File: src/rtl/sram_arbiter.sv
// -----------------------------------------------------------------------------
// sram_arbiter
//   Round-robin arbiter and command sequencer between two masters and one
//   single-port synchronous SRAM. One access may be issued per clock; read data
//   is routed back to the master that issued the read, in issue order.
//
//   Ports
//     clk, rst            clock (rising edge), asynchronous active-low reset
//     reqN/rwN/addrN/wdataN  request from master N (held until granted)
//     gntN                combinational grant; transfer when reqN && gntN
//     rvalidN/rdataN      read return for master N (one-cycle pulse)
//     sram_rw/addr/din    registered SRAM command
//     sram_dataout        SRAM read data
//
//   Optional build macro SRAM_ARB_STATS_EN adds saturating 16-bit counters
//   gnt_cnt0, gnt_cnt1 (accepted transfers) and conflict_cnt (cycles with
//   both masters requesting).
// -----------------------------------------------------------------------------
module sram_arbiter #(
   parameter int ADDR_W = 4,
   parameter int DATA_W = 8,
   parameter int RD_LAT = 1
) (
   input  logic              clk,
   input  logic              rst,
   input  logic              req0,
   input  logic              req1,
   input  logic              rw0,
   input  logic              rw1,
   input  logic [ADDR_W-1:0] addr0,
   input  logic [ADDR_W-1:0] addr1,
   input  logic [DATA_W-1:0] wdata0,
   input  logic [DATA_W-1:0] wdata1,
   output logic              gnt0,
   output logic              gnt1,
   output logic              rvalid0,
   output logic              rvalid1,
   output logic [DATA_W-1:0] rdata0,
   output logic [DATA_W-1:0] rdata1,
   output logic              sram_rw,
   output logic [ADDR_W-1:0] sram_addr,
   output logic [DATA_W-1:0] sram_din,
   input  logic [DATA_W-1:0] sram_dataout
`ifdef SRAM_ARB_STATS_EN
   ,
   output logic [15:0]       gnt_cnt0,
   output logic [15:0]       gnt_cnt1,
   output logic [15:0]       conflict_cnt
`endif
);

   function automatic logic [15:0] sat_inc(input logic [15:0] v);
      return (v == 16'hFFFF) ? v : v + 16'd1;
   endfunction

   logic              last_gnt;   // id of the most recent winner
   logic              accept;
   logic              win_id;
   logic              sel_rw;
   logic [ADDR_W-1:0] sel_addr;
   logic [DATA_W-1:0] sel_din;

   logic              sram_rw_p0;
   logic [ADDR_W-1:0] sram_addr_p0;
   logic [DATA_W-1:0] sram_din_p0;

   // Read tag pipeline: stage k holds reads accepted k edges ago.
   logic [RD_LAT:0]   vld_p;
   logic [RD_LAT:0]   id_p;

   // Arbitration: under contention the master that did not win last goes.
   always_comb begin
      gnt0 = req0 & (~req1 | last_gnt);
      gnt1 = req1 & (~req0 | ~last_gnt);
   end

   assign accept   = gnt0 | gnt1;
   assign win_id   = gnt1;
   assign sel_rw   = win_id ? rw1    : rw0;
   assign sel_addr = win_id ? addr1  : addr0;
   assign sel_din  = win_id ? wdata1 : wdata0;

   // ---- stage p0: command register towards the SRAM ----
   always_ff @(posedge clk or negedge rst) begin
      if (!rst) begin
         last_gnt     <= 1'b1;
         sram_rw_p0   <= 1'b0;
         sram_addr_p0 <= '0;
         sram_din_p0  <= '0;
      end else if (accept) begin
         last_gnt     <= win_id;
         sram_rw_p0   <= sel_rw;
         sram_addr_p0 <= sel_addr;
         sram_din_p0  <= sel_din;
      end else begin
         // Idle: a dummy read at the held address; its data is never reported.
         sram_rw_p0   <= 1'b0;
      end
   end

   assign sram_rw   = sram_rw_p0;
   assign sram_addr = sram_addr_p0;
   assign sram_din  = sram_din_p0;

   // ---- stages p0..pRD_LAT: read tags travelling alongside the SRAM latency ----
   always_ff @(posedge clk or negedge rst) begin
      if (!rst) begin
         vld_p <= '0;
      end else begin
         vld_p <= {vld_p[RD_LAT-1:0], accept & ~sel_rw};
      end
   end

   always_ff @(posedge clk) begin
      id_p <= {id_p[RD_LAT-1:0], win_id};
   end

   // ---- return stage: last tag stage lines up with valid SRAM data ----
   assign rvalid0 = vld_p[RD_LAT] & ~id_p[RD_LAT];
   assign rvalid1 = vld_p[RD_LAT] &  id_p[RD_LAT];
   assign rdata0  = sram_dataout;
   assign rdata1  = sram_dataout;

`ifdef SRAM_ARB_STATS_EN
   always_ff @(posedge clk or negedge rst) begin
      if (!rst) begin
         gnt_cnt0     <= '0;
         gnt_cnt1     <= '0;
         conflict_cnt <= '0;
      end else begin
         if (gnt0)        gnt_cnt0     <= sat_inc(gnt_cnt0);
         if (gnt1)        gnt_cnt1     <= sat_inc(gnt_cnt1);
         if (req0 & req1) conflict_cnt <= sat_inc(conflict_cnt);
      end
   end
`endif

endmodule

File: config.mk
export PLATFORM = sky130hd
export DESIGN_NAME = sram_arbiter
export DESIGN_NICKNAME = d
export VERILOG_FILES = /design/src/rtl/sram_arbiter.sv
export SDC_FILE = /design/constraint.sdc
export NUM_CORES = 1
export LEC_CHECK = 0
export ABC_AREA = 1
export BUFFER_PORTS_ARGS = -buffer_cell sky130_fd_sc_hd__buf_2
export CORE_ASPECT_RATIO = 0.5
export CORE_MARGIN = 3
export CORE_UTILIZATION = 39
export DETAILED_ROUTE_END_ITERATION = 8
export PLACE_DENSITY = 0.76
export SYNTH_ARGS = -nofsm -noshare
export SYNTH_HDL_FRONTEND = slang
export SYNTH_SLANG_ARGS = --single-unit
File: constraint.sdc
create_clock -name clk -period 1.34 [get_ports clk]
set_input_delay 0 -clock clk [delete_from_list [all_inputs] [get_ports clk]]
set_output_delay 0 -clock clk [all_outputs]
set_load 0.02 [all_outputs]
# Word-level counts from Yosys, hierarchy flattened
# Cells that the tools add are included.
# totals
regBits	18
# op_classes
bitwise_logic	13
n_mux	4
# ops
operator	n
2-to-1 mux 8 bit	1
bitwise AND 1 bit	5
NOT 1 bit	5
2-to-1 mux 4 bit	1
OR 1 bit	3
2-to-1 mux 1 bit	2

# Longest topological paths before layout
# Gate-level depths: netlist of run 1.
# logic_depth
word_depth	6
depth_mapped	6
ltp_nobuf	5

# Least setup slack after synthesis of run 1
# No wires, ideal clock.
# synth_timing
path_type	reg-to-reg
startpoint	register last_gnt
endpoint	register id_p[0]
stages_incl_launch_ff	5
arrival_ps	931
path_buffers	1
period_less_slack_ps	1077
path_slack_ps	263
cell_sequence	dfstp_2 > nand2_2 > nand2_2 > buf_6 > inv_1
# synth_via
elab_chain_cells	3
# synth_rtl
item	line_no	text
from (decl)	56	logic last_gnt;
from (signal assigned)	91	last_gnt <= win_id;
NOT 1 bit	74	gnt1 = req1 & (~req0 | ~last_gnt);
OR 1 bit	74	
bitwise AND 1 bit	74	
via gnt1	35	output logic gnt1,
to (signal assigned)	115	id_p <= {id_p[RD_LAT-1:0], win_id};
to (decl)	69	logic [RD_LAT:0] id_p;
# The timed path passes the listed nets, and every way through them passes these cells.
# A chain may end at the register's enable or synchronous reset.

# Worst setup path in the final report of run 1
# layout_timing
startpoint	register last_gnt
endpoint	output gnt1
# layout_via
elab_chain_cells	3
# layout_rtl
item	line_no
NOT 1 bit	74
OR 1 bit	74
bitwise AND 1 bit	74
to (decl)	35
# Every way passes these cells.

==> results of run 1 <==
[per-stage QoR]
| stage | util, % | std cells | setup WS, ns | total power [W] |
|---|---|---|---|---|
| 5_1_grt | 52.36 | 203 | 0.01408 | 0.001509 |
| 3_5_place_dp | 49.48 | 198 | 0.1601 | 0.001041 |
| 6_report | 52.36 | 203 | 0.09875 | 0.001414 |
| 4_1_cts | 51.99 | 203 | 0.07777 | 0.001426 |
| 2_1_floorplan | - | 139 | 0.2628 | 0.0009650 |
| 3_3_place_gp | 49.48 | 198 | 0.1728 | 0.001032 |
[state kept, by name, indices dropped and copies added, names as in the netlist]
name and flops:
id_p 2, last_gnt 1, sram_addr 4, sram_din 8, sram_rw 1, vld_p 2
[worst max path at each step]
| stage | start | end | slack [ns] | cells after the start |
|---|---|---|---|---|
| final | last_gnt | gnt1 | 0.1 | 4 |
| after global routing | last_gnt | gnt1 | 0.01 | 4 |
| after CTS | last_gnt | gnt1 | 0.08 | 4 |
| after detailed placement | last_gnt | sram_din[4] | 0.16 | 5 |
| after global placement | last_gnt | sram_din[1] | 0.17 | 5 |
| after floorplan | last_gnt | id_p[0] | 0.26 | 4 |
[critical path: stages (launching register included)]
cell and delay (ns):
dfstp_2 0.54, nand2_2 0.10, nand2_8 0.13, inv_1 0.06, buf_2 0.16
[Yosys cell counts]
cell,instances,area share (%)
a21oi_1,1,0.47
buf_2,7,3.3
buf_4,16,11
buf_6,1,1.1
dfrtp_1,15,35
dfstp_2,1,2.5
dfxtp_1,2,3.8
inv_1,9,3.2
nand2_1,54,19
nand2_2,2,1.2
nand3_1,3,1.4
nand3b_1,12,8.5
nand4_1,12,7.1
nor2_1,3,1.1
o21ai_0,1,0.47
[per-layer routing]
layer  track usage [%]  share of wire (%)  wire length, µm
met3             4.237                6.9              167
met5                 0                  0                0
met1             18.60                 44             1055
met2             23.22                 46             1116
met4             6.164                2.9               69
[layout make-up]
type                            count  area (µm²)
Clock buffer                        4       45.04
Sequential cell                    18       441.7
Inverter                            9       33.78
Multi-Input combinational cell     88       430.4
Timing Repair Buffer               49       255.2
Tap cell                           35       43.79
Fill cell                         230        1137
[power by group]
part,internal [W],switching [W]
sequential,0.000614,0.0000322
combinational,0.000142,0.000251
clock,0.000211,0.000165
[cells in the final DEF, fill, tap and decap left out]
master and count:
nand4_1 12, nand2_1 54, nor2_1 3, nand3_1 3, dfxtp_1 2, clkbuf_1 1, dlygate4sd3_1 1, dfstp_2 1
clkbuf_8 3, a21oi_1 1, buf_2 46, nand3b_1 12, dfrtp_1 15, nand2_8 1, o21ai_0 1, nand2_2 1
inv_1 9, buf_4 2
[cell families (layout without fill, tap and decap cells)]
kind of cell / Yosys count / after routing / share of synthesized area [%]
simple gates: 86 / 86 / 38.42
buf+inv: 33 / 62 / 18.91
flops: 18 / 18 / 41.73
compound gates: 2 / 2 / 0.9447
[timing repair]
item                                    4_1_cts  5_1_grt
pin swaps                                     0        0
endpoints found under the hold margin        16        0
endpoints found under the setup margin        1        1
hold buffers                                  1        0
gates resized for setup                       1        1
==> metrics.csv, run 1 <==
metric;value;unit
Initial Utilization;44.34;%
Post-Syn Nets;177;
IO Port Bufs;46;
die height;42.84;µm
Die W;79.68;µm
Final GP Congestion;0.7445;
layout overhead on the synthesized area;18.09;%
Clock Latency Late Sink;0.25;ns
status;finished clean;
Mapped Cells;139;
Worst Hold End;rdata0[7];
type of the worst setup path;register to output port;
RR Startpoint;last_gnt;
Slew Limit Fails;0;
vias in the first global route;891;
die area;3413;µm²
# IOs;71;
Placed Area;1181;µm²
Slew headroom;71.09;%
Fin. Hold Viols;0;
# rows;12;
CTS root buffer;clkbuf_8;
Final TNS setup;0;ns
DRT Pass-1 Iters;5;
clk buf depth;2;
worst hold path class;primary input to output port;
Final Instance Area;1250;µm²
Seq/Total Area, Yosys;41.73;%
FF-to-FF setup slack;0.13;ns
Worst Setup End Kind;output port;
FF+latch count, synth;18;
initial antenna violation count;0;
Worst Hold Depth;0;
fin crit period;1.241;ns
layout cells sized above 1;32.14;%
Post-DP HPWL;1815;µm
grt ovf;0;
nature of the critical path startpoint;register;
DRC violations left;0;
HP Start;sram_dataout[7];
pwr dens;1132;nW/µm²
Antenna Violating Nets Remaining;0;
CP required;1.34;ns
First DRT Iteration DRCs;53;
core area;2387;µm²
Pleak;0.7124;nW
gr usage total;14.62;%
routed length per instance;11.87;µm
Arr. time, crit path;1.24;ns
via count;963;
R2R depth;5;
Post-CTS Setup Bufs;0;
number of CTS-inserted buffers;3;
Mean Syn Cell Area;7.615;µm²
first-pass GRT wire length;3870;µm
Vias/cell;4.744;
H-tree level count;1;
fmax;0.8056;GHz
Tcrit/Tclk final;92.63;%
max cap viols;0;
worst reg2reg path endpoint;sram_din[3];
CTS tree;yes;
maximum vdd drop;0.0004331;V
Yosys cell types;15;
YS warnings;0;
clock transition at the registers of the reported paths;0.07;ns
diodes inserted;0;
Mapped Area;1059;µm²
Nets;207;
Final setup violation count;0;
pin count of the biggest net entering global routing;19;
Clock Skew;0.01000;ns
RSZ-0062 raised after global routing;false;
largest fanout on the critical path;15;
actual slew at the worst max-slew pin;0.4331;ns
DRT Wirelength;2409;µm
Hold Slack;0.000009193;ns
# clock sinks;18;
(Power assumes the default switching activity.)
==> run 2, diff against run 1 <==
--- a/config.mk
+++ b/config.mk
@@ -11,6 +11,7 @@
 export CORE_MARGIN = 3
 export CORE_UTILIZATION = 39
 export DETAILED_ROUTE_END_ITERATION = 8
+export GPL_TIMING_DRIVEN = 0
 export PLACE_DENSITY = 0.76
 export SYNTH_ARGS = -nofsm -noshare
 export SYNTH_HDL_FRONTEND = slang
==> metrics.csv, run 2 (same netlist as run 1, synthesis figures left out) <==
metric;value;unit
Clock Latency Late Sink;0.25;ns
CTS root buffer;clkbuf_8;
first-pass GRT wire length;4167;µm
IO Port Bufs;61;
HP Start;rw0;
DRT Pass-1 Iters;4;
CP bufs+invs;2;
max FFs per register;8;
Arr. time, crit path;1.45;ns
pwr dens;1029;nW/µm²
nature of the critical path startpoint;register;
fin crit period;1.255;ns
status;finished clean;
clock transition at the registers of the reported paths;0.06;ns
Vias/cell;4.500;
Worst Setup End Kind;register;
CP peak stage delay;0.55;ns
core area;2387;µm²
DRC violations left;0;
CTS tree;yes;
Clock Skew;0.0008080;ns
Slew Limit Fails;0;
# clock sinks;18;
area of the multi-input gates;426.7;µm²
vias in the first global route;940;
actual slew at the worst max-slew pin;0.3515;ns
pin count of the biggest net entering global routing;17;
H-tree level count;1;
clock power share;24.8;%
Initial Utilization;44.34;%
die area;3413;µm²
Worst Hold End;vld_p[0];
Switching Fraction;32.85;%
via count;1080;
CP max-delay cell;dfstp_2;
RSZ-0062 raised after global routing;false;
Die W;79.68;µm
Pint;0.001015;W
maximum vdd drop;0.0005952;V
Fin. Hold Viols;0;
DRT Wirelength;2687;µm
die height;42.84;µm
# IOs;71;
Final GP Congestion;0.7536;
layout overhead on the synthesized area;38.77;%
FF/Latch Area;441.7;µm²
gr usage total;15.90;%
P_sw;0.0004967;W
number of CTS-inserted buffers;3;
largest fanout on the critical path;10;
worst reg2reg path endpoint;sram_addr[2];
Worst path most repeated cell;nand2_1;
worst hold path class;primary input to register;
CP cell instances;inv_1, nand2_1, buf_2, nand4_1, nand2_1;
First DRT Iteration DRCs;57;
Antenna Violating Nets Remaining;0;
Final Util;61.53;%
initial antenna violation count;0;
commonest cells after routing, fill and taps aside;68 x buf_2, 54 x nand2_1, 17 x buf_4;
Worst Hold Depth;4;
CP required;1.53;ns
fmax;0.7966;GHz
most common cell after layout, fill and taps aside;buf_2;
grt ovf;0;
Largest delay share family, worst path;flip-flops;
routed length per instance;11.20;µm
# rows;12;
Final setup violation count;0;
type of the worst setup path;register to register;
Post-Place Setup Slack;0.1473;ns
Slew headroom;76.56;%
FF-to-FF setup slack;0.08;ns
RR Startpoint;last_gnt;
layout cells sized above 1;44.39;%
clk buf depth;2;
combinational fraction of design power;32.2;%
R2R depth;5;
fillers;230;
Flop pwr share;43.0;%
Pleak;0.8752;nW
Tcrit/Tclk final;93.68;%
Nets;244;
diodes inserted;0;
Final TNS setup;0;ns
post-route setup slack;0.08472;ns
max cap viols;0;
Post-DP HPWL;2082;µm
[run 2: stage by stage]
step / cell area [µm²] / instances / hold slack (ns) / total power, W
floorplan: 1059 / 139 / -0.2956 / 0.0009650
global placement: 1408 / 235 / -0.07725 / 0.001129
detailed placement: 1408 / 235 / -0.07308 / 0.001140
CTS: 1475 / 241 / 0.007076 / 0.001522
global route: 1469 / 240 / 0.04468 / 0.001604
finish: 1469 / 240 / 0.008938 / 0.001512
[run 2: what timing repair did]
action | CTS | global route
buffers inserted | 1 | 0
hold buffers | 1 | 0
pin swaps | 1 | 0
endpoints found under the hold margin | 16 | 0
endpoints found under the setup margin | 1 | 1
gates resized for setup | 1 | 1
[run 2: layout make-up]
| type | instances | share of cell area, % |
|---|---|---|
| plain buffers | 23 | 10.56 |
| flip-flops and latches | 18 | 30.07 |
| multi-input cells | 88 | 29.05 |
| clock buffers | 4 | 3.066 |
| inverters | 9 | 2.300 |
| repair buffers | 63 | 21.98 |
| well taps | 35 | 2.981 |
[run 2: layer usage]
metal | routed length [µm] | GRT usage [%]
met1 | 1131 | 20.05
met2 | 1291 | 26.87
met4 | 28 | 3.425
met5 | 0 | 0
met3 | 235 | 4.873
[run 2: worst max-delay path by stage]
stage             start      endpoint  slack [ns]  depth (start not counted)
6_report       last_gnt  sram_addr[2]        0.08                          5
5_1_grt        last_gnt   sram_din[6]        0.02                          5
4_1_cts        last_gnt          gnt1        0.01                          5
3_5_place_dp   last_gnt   sram_din[6]        0.15                          5
3_3_place_gp   last_gnt  sram_addr[1]        0.16                          5
2_1_floorplan  last_gnt       id_p[0]        0.26                          4
[run 2: power groups by stage]
stage                     clock network [W]  registers [W]  logic [W]
final                              0.000375       0.000650   0.000487
after global routing               0.000414       0.000655   0.000535
after CTS                          0.000380       0.000648   0.000494
after detailed placement                  0       0.000656   0.000484
after global placement                    0       0.000655   0.000474
after floorplan                           0       0.000718   0.000247
[run 2: worst min-delay path, stage by stage]
cell	delay (ns)
buf_2	0.09
nand2_1	0.05
nand2_1	0.05
nor2_1	0.04
==> run 3, diff against run 2 <==
--- a/config.mk
+++ b/config.mk
@@ -6,13 +6,13 @@
 export NUM_CORES = 1
 export LEC_CHECK = 0
 export ABC_AREA = 1
-export BUFFER_PORTS_ARGS = -buffer_cell sky130_fd_sc_hd__buf_2
 export CORE_ASPECT_RATIO = 0.5
 export CORE_MARGIN = 3
 export CORE_UTILIZATION = 39
+export CTS_CLUSTER_DIAMETER = 120
 export DETAILED_ROUTE_END_ITERATION = 8
+export DONT_BUFFER_PORTS = 1
 export GPL_TIMING_DRIVEN = 0
-export PLACE_DENSITY = 0.76
 export SYNTH_ARGS = -nofsm -noshare
 export SYNTH_HDL_FRONTEND = slang
 export SYNTH_SLANG_ARGS = --single-unit
==> metrics.csv, run 3 (same netlist as run 1, synthesis figures left out) <==
metric;value;unit
status;finished clean;
IO Port Bufs;0;
Clock Latency Late Sink;0.25;ns
Final TNS setup;0;ns
die height;42.84;µm
Final GP Congestion;0.7593;
routed length per instance;12.95;µm
Slew Limit Fails;0;
clock transition at the registers of the reported paths;0.06;ns
worst hold path class;primary input to register;
CTS tree;yes;
Pwr Total;0.001461;W
CP cell instances;nand2_2, nand2_4, buf_6, inv_1;
commonest cells after routing, fill and taps aside;54 x nand2_1, 28 x dlygate4sd3_1, 16 x buf_4;
met1 wire length;1045;µm
met3 WL;284;µm
Final Instance Area;1436;µm²
CP startpoint;last_gnt;
max cap viols;0;
Worst Setup End Kind;output port;
DRT Wirelength;2668;µm
DR WL met2;1326;µm
gr usage total;15.86;%
number of CTS-inserted buffers;3;
layout cells sized above 1;18.13;%
actual slew at the worst max-slew pin;0.7015;ns
maximum vdd drop;0.0004296;V
CP peak stage delay;0.53;ns
pwr dens;1017;nW/µm²
Pleak;0.7396;nW
Initial Utilization;44.34;%
clk buf depth;2;
Tcrit/Tclk final;94.11;%
CTS root buffer;clkbuf_8;
RR Startpoint;last_gnt;
vias in the first global route;916;
CP required;1.34;ns
layout overhead on the synthesized area;35.70;%
Arr. time, crit path;1.26;ns
CP max-delay cell;dfstp_2;
Antenna Violating Nets Remaining;0;
# clock sinks;18;
DR top layer;met4;
Placed Instances;174;
type of the worst setup path;register to output port;
fin cells;206;
fmax;0.7929;GHz
# IOs;71;
Post-DP HPWL;1837;µm
fin crit period;1.261;ns
nature of the critical path startpoint;register;
max FFs per register;8;
H-tree level count;1;
RSZ-0062 raised after global routing;false;
First DRT Iteration DRCs;59;
Nets;210;
initial antenna violation count;0;
Vias/cell;4.767;
most common cell after layout, fill and taps aside;nand2_1;
pin count of the biggest net entering global routing;17;
# rows;12;
Final setup violation count;0;
DRT Pass-1 Iters;4;
largest fanout on the critical path;10;
diodes inserted;0;
Placed Area;1102;µm²
HP Start;req0;
Clock Skew;0.0009339;ns
core area;2387;µm²
via count;982;
first-pass GRT wire length;4209;µm
grt ovf;0;
die area;3413;µm²
Slew headroom;53.08;%
Fin. Hold Viols;0;
Die W;79.68;µm
DRC violations left;0;
==> run 3: routing by layer <==
metal | up-vias | GRT usage [%]
met5 | - | 0
met1 | 428 | 18.38
li1 | 492 | -
met2 | 60 | 29.02
met4 | 0 | 3.082
met3 | 2 | 4.873
==> run 3: final timing paths <==
check | end | slack [ns] | cells past startpoint
max in group asynchronous | vld_p[0] | 0.66 | 1
worst max-delay path | gnt1 | 0.08 | 4
worst min register to register | id_p[1] | 0.33 | 0
min in group asynchronous | sram_din[1] | 0.24 | 1
worst max register to register | sram_addr[1] | 0.11 | 5
worst min-delay path | sram_rw | 0.06 | 4
==> run 3: power breakdown <==
part           total [W]  leakage [nW]  internal [W]  switching [W]
registers       0.000721         0.204      0.000614       0.000107
logic           0.000366         0.513      0.000160       0.000206
clock network   0.000375        0.0228      0.000211       0.000164
total            0.00146         0.740      0.000984       0.000477
==> run 3: final cells by class <==
type / count / area, µm²
fill: 215 / 950.9
sequential: 18 / 441.7
multi-input combinational: 88 / 425.4
timing repair buffer: 28 / 280.3
buffer: 24 / 166.4
clock buffer: 4 / 45.04
tap: 35 / 43.79
inverter: 9 / 33.78
==> run 3: repair_timing <==
action	in CTS	in global routing
hold buffers	28	0
buffers inserted	0	0
endpoints found under the hold margin	30	0
endpoints found under the setup margin	0	2
resized for setup	0	2
==> run 3: worst max-delay path: cells and delay by family, from the launching register on <==
family | cells | cell delay, ns
buf+inv | 2 | 0.26
flops | 1 | 0.53
simple gates | 2 | 0.21
==> run 3: through the flow <==
stage / setup slack, ns / hold slack [ns] / utilization, %
2_1_floorplan: 0.2628 / -0.2956 / -
3_3_place_gp: 0.1473 / -0.2953 / 46.17
3_5_place_dp: 0.1544 / -0.2952 / 46.17
4_1_cts: 0.02499 / 0.04717 / 59.80
5_1_grt: 0.003779 / 0.09711 / 60.17
6_report: 0.07887 / 0.06151 / 60.17
